File: src/rtl/dds_pkg.sv
// Shared definitions for the DDS sample path: capture FSM encoding, mode width and default sample width.
package dds_pkg;

  localparam int unsigned DEF_DATA_W = 12;
  localparam int unsigned MODE_W     = 4;
  localparam int unsigned MODE_MAX   = 4;

  typedef enum logic [1:0] {
    ST_IDLE       = 2'd0,
    ST_WAIT_READY = 2'd1,
    ST_CAPTURE    = 2'd2,
    ST_DRAIN      = 2'd3
  } cap_state_e;

endpackage

File: src/rtl/sample_capture_if.sv
// Valid/ready stream carrying drained capture words toward the host-facing sink.
interface sample_capture_if
  import dds_pkg::*;
#(
  parameter int unsigned DATA_W = DEF_DATA_W
);

  logic [DATA_W-1:0] out_data;
  logic              out_valid;
  logic              out_ready;
  logic              out_last;

  modport master (output out_data, output out_valid, output out_last, input out_ready);
  modport slave  (input out_data, input out_valid, input out_last, output out_ready);

endinterface

File: src/rtl/sample_ram.sv
// Capture buffer: synchronous write, asynchronous read, contents not reset.
module sample_ram #(
  parameter int unsigned DATA_W = 12,
  parameter int unsigned DEPTH  = 64
) (
  input  logic                     clk,
  input  logic                     we,
  input  logic [$clog2(DEPTH)-1:0] waddr,
  input  logic [DATA_W-1:0]        wdata,
  input  logic [$clog2(DEPTH)-1:0] raddr,
  output logic [DATA_W-1:0]        rdata
);

  logic [DATA_W-1:0] mem_q [DEPTH];

  always_ff @(posedge clk) begin
    if (we) begin
      mem_q[waddr] <= wdata;
    end
  end

  assign rdata = mem_q[raddr];

endmodule

File: src/rtl/sample_capture.sv
// Captures a block of DDS samples on sampling-controller strobes, then streams the block out
// over a valid/ready interface.
module sample_capture
  import dds_pkg::*;
#(
  parameter int unsigned DATA_W = DEF_DATA_W,
  parameter int unsigned DEPTH  = 64
) (
  input  logic              Fg_CLK,
  input  logic              RESET,
  input  logic              Ready,
  input  logic              Enable,
  input  logic [MODE_W-1:0] Mode,
  input  logic [DATA_W-1:0] Sample,
  input  logic              Arm,
  output logic              Busy,
  output logic [MODE_W-1:0] CapMode,
  output logic              Done,
  sample_capture_if.master  out_if
);

  localparam int unsigned      PTR_W    = $clog2(DEPTH);
  localparam logic [PTR_W-1:0] LAST_IDX = PTR_W'(DEPTH - 1);

  cap_state_e        state_q, state_d;
  logic [PTR_W-1:0]  wr_ptr_q, wr_ptr_d;
  logic [PTR_W-1:0]  rd_ptr_q, rd_ptr_d;
  logic [MODE_W-1:0] cap_mode_q, cap_mode_d;
  logic              busy_q, busy_d;
  logic              valid_q, valid_d;
  logic              last_q, last_d;
  logic              done_q, done_d;
  logic              we_c;
  logic [PTR_W-1:0]  waddr_c;
  logic [DATA_W-1:0] rdata_c;

  // Next-state, pointer and write-port logic; outputs are registered from the next state.
  always_comb begin
    state_d    = state_q;
    wr_ptr_d   = wr_ptr_q;
    rd_ptr_d   = rd_ptr_q;
    cap_mode_d = cap_mode_q;
    done_d     = 1'b0;
    we_c       = 1'b0;
    waddr_c    = wr_ptr_q;

    unique case (state_q)
      ST_IDLE: begin
        if (Arm) begin
          state_d    = ST_WAIT_READY;
          cap_mode_d = Mode;
          wr_ptr_d   = '0;
        end
      end
      ST_WAIT_READY: begin
        if (Ready) begin
          state_d = ST_CAPTURE;
        end
      end
      ST_CAPTURE: begin
        if (!Ready) begin
          state_d  = ST_WAIT_READY;
          wr_ptr_d = '0;
        end else if (Mode != cap_mode_q) begin
          // New decimation rate: restart the block, keeping a coincident strobe as word 0.
          cap_mode_d = Mode;
          we_c       = Enable;
          waddr_c    = '0;
          wr_ptr_d   = Enable ? PTR_W'(1) : '0;
        end else if (Enable) begin
          we_c     = 1'b1;
          wr_ptr_d = wr_ptr_q + PTR_W'(1);
          if (wr_ptr_q == LAST_IDX) begin
            state_d  = ST_DRAIN;
            rd_ptr_d = '0;
          end
        end
      end
      ST_DRAIN: begin
        if (out_if.out_ready) begin
          rd_ptr_d = rd_ptr_q + PTR_W'(1);
          if (rd_ptr_q == LAST_IDX) begin
            state_d = ST_IDLE;
            done_d  = 1'b1;
          end
        end
      end
      default: state_d = ST_IDLE;
    endcase

    busy_d  = (state_d != ST_IDLE);
    valid_d = (state_d == ST_DRAIN);
    last_d  = valid_d && (rd_ptr_d == LAST_IDX);
  end

  always_ff @(posedge Fg_CLK) begin
    if (RESET) begin
      state_q    <= ST_IDLE;
      wr_ptr_q   <= '0;
      rd_ptr_q   <= '0;
      cap_mode_q <= '0;
      busy_q     <= 1'b0;
      valid_q    <= 1'b0;
      last_q     <= 1'b0;
      done_q     <= 1'b0;
    end else begin
      state_q    <= state_d;
      wr_ptr_q   <= wr_ptr_d;
      rd_ptr_q   <= rd_ptr_d;
      cap_mode_q <= cap_mode_d;
      busy_q     <= busy_d;
      valid_q    <= valid_d;
      last_q     <= last_d;
      done_q     <= done_d;
    end
  end

  sample_ram #(
    .DATA_W (DATA_W),
    .DEPTH  (DEPTH)
  ) u_ram (
    .clk   (Fg_CLK),
    .we    (we_c),
    .waddr (waddr_c),
    .wdata (Sample),
    .raddr (rd_ptr_q),
    .rdata (rdata_c)
  );

  assign Busy             = busy_q;
  assign CapMode          = cap_mode_q;
  assign Done             = done_q;
  assign out_if.out_data  = rdata_c;
  assign out_if.out_valid = valid_q;
  assign out_if.out_last  = last_q;

endmodule

File: src/flat_wrapper.sv
// flat-port wrapper written by rule: the top's interface ports become plain ports
module sample_capture_flat import dds_pkg::*;
#(
  parameter int unsigned DATA_W = DEF_DATA_W,
  parameter int unsigned DEPTH  = 64
)
  (Fg_CLK, RESET, Ready, Enable, Mode, Sample, Arm, Busy, CapMode, Done, out_if_out_data, out_if_out_valid, out_if_out_last, out_if_out_ready);
  sample_capture_if #(.DATA_W(DATA_W)) out_if_i ();
  input  logic Fg_CLK;
  input  logic RESET;
  input  logic Ready;
  input  logic Enable;
  input  logic [MODE_W-1:0] Mode;
  input  logic [DATA_W-1:0] Sample;
  input  logic Arm;
  output logic Busy;
  output logic [MODE_W-1:0] CapMode;
  output logic Done;
  output wire logic [$bits(out_if_i.out_data)-1:0] out_if_out_data;
  output wire logic [$bits(out_if_i.out_valid)-1:0] out_if_out_valid;
  output wire logic [$bits(out_if_i.out_last)-1:0] out_if_out_last;
  input wire logic [$bits(out_if_i.out_ready)-1:0] out_if_out_ready;
  assign out_if_out_data = out_if_i.out_data;
  assign out_if_out_valid = out_if_i.out_valid;
  assign out_if_out_last = out_if_i.out_last;
  assign out_if_i.out_ready = out_if_out_ready;
  sample_capture #(.DATA_W(DATA_W), .DEPTH(DEPTH)) u_core (.Fg_CLK(Fg_CLK), .RESET(RESET), .Ready(Ready), .Enable(Enable), .Mode(Mode), .Sample(Sample), .Arm(Arm), .Busy(Busy), .CapMode(CapMode), .Done(Done), .out_if(out_if_i));
endmodule
File: config.mk
export PLATFORM = sky130hd
export DESIGN_NAME = sample_capture_flat
export DESIGN_NICKNAME = d
export VERILOG_FILES = /design/src/rtl/dds_pkg.sv /design/src/rtl/sample_capture_if.sv /design/src/rtl/sample_ram.sv /design/src/rtl/sample_capture.sv /design/src/flat_wrapper.sv
export SDC_FILE = /design/constraint.sdc
export NUM_CORES = 1
export LEC_CHECK = 0
export CAP_MARGIN = 30
export CORE_AREA = 2 2 282 284
export CTS_CLUSTER_SIZE = 10
export DETAILED_ROUTE_END_ITERATION = 10
export DIE_AREA = 0 0 284 286
export GPL_ROUTABILITY_DRIVEN = 0
export PLACE_DENSITY_LB_ADDON = 0.12
export SETUP_SLACK_MARGIN = 0.2
export SLEW_MARGIN = 20
export SYNTH_ARGS = -nofsm -noshare
export SYNTH_HDL_FRONTEND = slang
export SYNTH_HIERARCHICAL = 1
export SYNTH_SLANG_ARGS = --single-unit
File: constraint.sdc
create_clock -name Fg_CLK -period 6.75 [get_ports Fg_CLK]
set_clock_uncertainty 0.2 [all_clocks]
set_input_delay 1.35 -clock Fg_CLK [delete_from_list [all_inputs] [get_ports Fg_CLK]]
set_output_delay 1.35 -clock Fg_CLK [all_outputs]
set_load 0.05 [all_outputs]
* Word-level counts from Yosys, hierarchy flattened *
Memory sizes are Yosys's and may differ from the RTL's. A register that Yosys moved wholly into a read port is not among the register bits.
Index checks and enable logic that the tools add are counted.

storage, ports and cells
  bits in registers = 22
  latch bits = 0
  RAM bits = 768
  ROM bits = 0
  memories kept = 1

memories
  name                depth  bits a word  rd ports  clocked after Yosys merged registers in  wr ports  RTL line          text
  u_core.u_ram.mem_q  64     12           1         1                                        1         sample_ram.sv:14  logic [DATA_W-1:0] mem_q [DEPTH];

operators by class
  $add $sub $neg = 2
  multipliers = 0
  divide/modulo/power cells = 0
  $lt $le $gt $ge = 0
  eq/ne operators = 12
  shift operators = 0
  mux-type cells = 36
  bitwise logic cells = 2
  reduce and logical (&&, ||, !) cells = 7

operator list
  operator                                                                 count
  6-bit 2-to-1 mux                                                         13
  6-bit case mux with 2 select lines                                       2
  6-bit equality test, second input constant                               3
  2-bit 2-to-1 mux                                                         8
  6-bit by 1-bit adder with 6-bit output, second input constant            2
  4-bit 2-to-1 mux                                                         3
  1-bit 2-to-1 mux                                                         8
  2-bit case mux with 4 select lines                                       1
  4-bit case mux with 2 select lines                                       1
  2-bit equality test, second input constant                               3
  2-bit inequality test, second input constant                             2
  4-bit by 3-bit inequality test with 1-bit output, second input constant  1
  4-bit inequality test                                                    1
  4-bit AND reduction                                                      1
  2-bit nonzero test                                                       2
  3-bit AND reduction                                                      1
  3-bit OR reduction                                                       1
  2-bit by 1-bit equality test with 1-bit output, second input constant    1
  2-bit zero test                                                          1
  2-bit by 1-bit inequality test with 1-bit output, second input constant  1
  1-bit NOT                                                                2
  1-bit logical AND                                                        1

* Logic depth before layout (Yosys ltp) *
  depth after elaboration = 8
  depth in mapped cells = 9
  gate-level depth less buffers = 6

* Cells and area by module *
The synthesis kept the hierarchy.

modules (own cells, without submodules)
  module          instances  cells an instance  area an instance (µm²)
  sample_ram      1          1,327              29,610.9
  sample_capture  1          161                1,350.0

* Worst setup path after synthesis *
No wires, ideal clock.

  path type = register to output
  start point = reg u_core/rd_ptr_q[2] (netlist name)
  end point = out out_if_out_data[1]
  arrival = 2,715 ps
  required time = 5,200 ps
  setup slack = 2,485 ps
  stages on the path, launching flop included = 8
  cell sequence = dfxtp_1 buf_4 buf_6 buf_2 buf_2 clkbuf_1 a311oi_1 o31ai_1

RTL lines
  element        RTL line            text
  end, declared  flat_wrapper.sv:19  output wire logic [$bits(out_if_i.out_data)-1:0] out_if_out_data;

==> run_results.csv <==
group,metric,value,unit
worst_hold_path,min_path_type,"reg -> reg",
clocking,cts_resized,0,
sta,tns,0,ns
worst_setup_path,cp_cell_sequence,"buf_4 > mux4_2 > o22ai_1 > a211oi_1 > a32o_1 > clkdlybuf4s50_1",
synthesis,syn_area,31000,um2
synthesis,synthTopCellsByCount,"edfxtp_1 (768), mux4_2 (192), nor2_1 (93)",
synthesis,synthFlopType,"edfxtp_1",
detailed_routing,via_per_inst,5.66,
worst_setup_path,critPathTopFamily,"compound AO/OA/AOI/OAI gates",
synthesis,synthCells,1488,
clocking,clock-sinks,790,
pwr,power_density,281,nW/um2
worst_setup_path,cpMaxStageDelayCell,"clkdlybuf4s50_1",
sta,worstMarginPinSlew,0.947,ns
worst_setup_path,end_kind,"output pin",
clocking,path_clk_slew,0.05,ns
worst_setup_path,start_kind,"flop",
detailed_routing,dr.first_iter.drc_count,1627,
placement,dp_hpwl,47100,um
detailed_routing,dr.pass1.iters,5,
clocking,insertion_delay,0.64,ns
sta,grt_setup_unrepaired,"no",
sta,setup_violations,0,
synthesis,syn_area_per_cell,20.8,um2
finish,area.growth.synth_to_final,14.7,%
global_route,grt_max_degree,89,
synthesis,ys_types,65,
global_route,grt_use_total,19.4,%
global_route,overflow,0,
run_status,outcome,"completed",
placement,placed_cell_area,33000,um2
synthesis,synth_top_area_cell,"edfxtp_1",
sta,period_share,86.1,%
finish,fillCellCount,6725,
worst_setup_path,worstSetupPathType,"reg -> out",
placement,portBuffers,41,
sta,fmax,172,MHz
clocking,cts_root_buf,"clkbuf_16",
worst_setup_path,path_buf_inv,2,
placement,placedCellCount,2593,
detailed_routing,ant_nets,0,
die,core-area,78400,um2
finish,drive_above_1_share,25.9,%
synthesis,synth_top_area_share,74.5,%
die,io_pins,42,
finish,nets,1659,
worst_setup_path,arrival,4.26,ns
die,die_area,81200,um2
die,rows,103,
pwr,peakVddDrop,199,uV
clocking,holdBufCountCts,0,
pwr,p_leak,0.0107,uW
detailed_routing,vias,15355,
worst_setup_path,crit_path_max_fanout,45,
die,start_util,39.5,%
global_route,grt_first_pass_wirelength,113000,um
global_route,grt_antenna_before_repair,1,
synthesis,ys_seq_area_share,75.9,%
clocking,cts.path.max_buffers,3,
finish,antenna_cells,0,
synthesis,synth_nets,1512,
synthesis,synth-edff-count,768,
global_route,grt_pass1_vias,15593,
synthesis,ys_async_sr_fraction,0,%
finish,fin_cells,2713,
worst_setup_path,required,5.20,ns
synthesis,ys_ff_latch,790,
clocking,cts_tree,"built",
job,max_cap_viol_count,0,
sta,min_period,5.81,ns
detailed_routing,wl_per_cell,28.9,um
clocking,cts_made_buffers,90,
die,fp.dieH,286,um
synthesis,yosys-top-cells-area,"edfxtp_1 (74%), mux4_2 (14%), dfxtp_1 (1.4%), nor2_1 (1.1%), mux2i_1 (0.81%)",
finish,finalInstanceArea,35500,um2
detailed_routing,drcViolationCount,0,
synthesis,yosysMostFrequentCell,"edfxtp_1",
clocking,cts_setup_buffers,0,
sta,slew_violations,0,
sta,slew-limit-headroom,36.5,%
detailed_routing,drt-total-wl,78500,um
clocking,h-tree-depth,3,
synthesis,yosysWarnings,6,
worst_setup_path,critical_path.max_stage_delay,0.85,ns
pwr,power,9980,uW
sta,hold_violations,0,
die,die_x,284,um
flip-flops by register name, indices dropped and copies added (netlist names):
register,count
u_core/u_ram/mem_q,768
u_core/rd_ptr_q,6
u_core/wr_ptr_q,6
u_core/CapMode,4
u_core/state_q,2
u_core/Busy,1
u_core/Done,1
u_core/out_if.out_last,1
u_core/out_if.out_valid,1
path summary, 6_finish.rpt:
| check | startpoint | to | slack [ns] | cells past startpoint |
|---|---|---|---|---|
| setup / recovery | u_core/rd_ptr_q[2] | out_if_out_data[6] | 0.94 | 6 |
| hold / removal | u_core/wr_ptr_q[3] | u_core/wr_ptr_q[3] | 0.33 | 2 |
| setup reg to reg | u_core/state_q[0] | u_core/u_ram/mem_q[30][7] | 2.75 | 6 |
| hold reg to reg | u_core/wr_ptr_q[3] | u_core/wr_ptr_q[3] | 0.33 | 2 |
layer usage:
layer	up-vias	part of all wire, %	global-route usage [%]
met5	-	0	0
met4	0	1.8	5.11
met3	94	6.2	3.21
met2	493	48	31.1
met1	8281	44	27.9
li1	6487	-	-
worst min-delay path, stage by stage, from the launching register on:
cell and delay, ns:
dfxtp_1 0.35, nand2_1 0.08, a21oi_1 0.06
where the power goes:
group / total (uW) / switching [uW] / internal, uW
logic: 221 / 159 / 61.9
clock network: 4360 / 1830 / 2530
registers: 5390 / 9.59 / 5390
total: 9980 / 1990 / 7980
layout make-up:
type	instances	area [um2]	area share, %
clock buffer	112	2430	6.84
sequential	790	23500	66.2
inverter	7	26.3	0.0740
tap	1050	1310	3.70
timing repair buffer	135	1160	3.26
clock inverter	8	103	0.289
multi-input combinational	611	6960	19.6
placed cells by master (no fill, tap or decap), drive strengths merged, types with 14 or more instances in the layout:
cell / instances
nand2b: 21
mux4: 192
nand3: 21
dfxtp: 22
o21ai: 21
nand2: 28
nor2b: 22
o221ai: 16
buf: 106
clkdlybuf4s50: 29
a211oi: 14
a21oi: 15
o22ai: 26
mux2i: 25
clkbuf: 112
nor2: 93
edfxtp: 768
metrics by stage:
stage                     hold WS [ns]  setup slack (ns)  util (%)
after floorplan                  0.267              2.49         -
final                            0.333             0.939      45.3
after detailed placement         0.319              1.55      42.1
after global placement           0.307              1.24      42.0
after global routing             0.358             0.859      45.3
after CTS                        0.325             0.949      45.3
kinds of logic (layout without fill, tap and decap cells):
| family | Yosys count | after routing | share of synthesized area, % |
|---|---|---|---|
| XOR/XNOR | 7 | 7 | 0.198 |
| AO/OA/AOI/OAI | 146 | 146 | 3.38 |
| buffers and inverters | 87 | 262 | 1.69 |
| flip-flops | 790 | 790 | 75.9 |
| multiplexers | 224 | 224 | 15.0 |
| adder cells (fa/ha/maj) | 2 | 2 | 0.0808 |
| AND/OR/NAND/NOR | 232 | 232 | 3.71 |
Note: power is estimated with default switching activity, not from simulation.
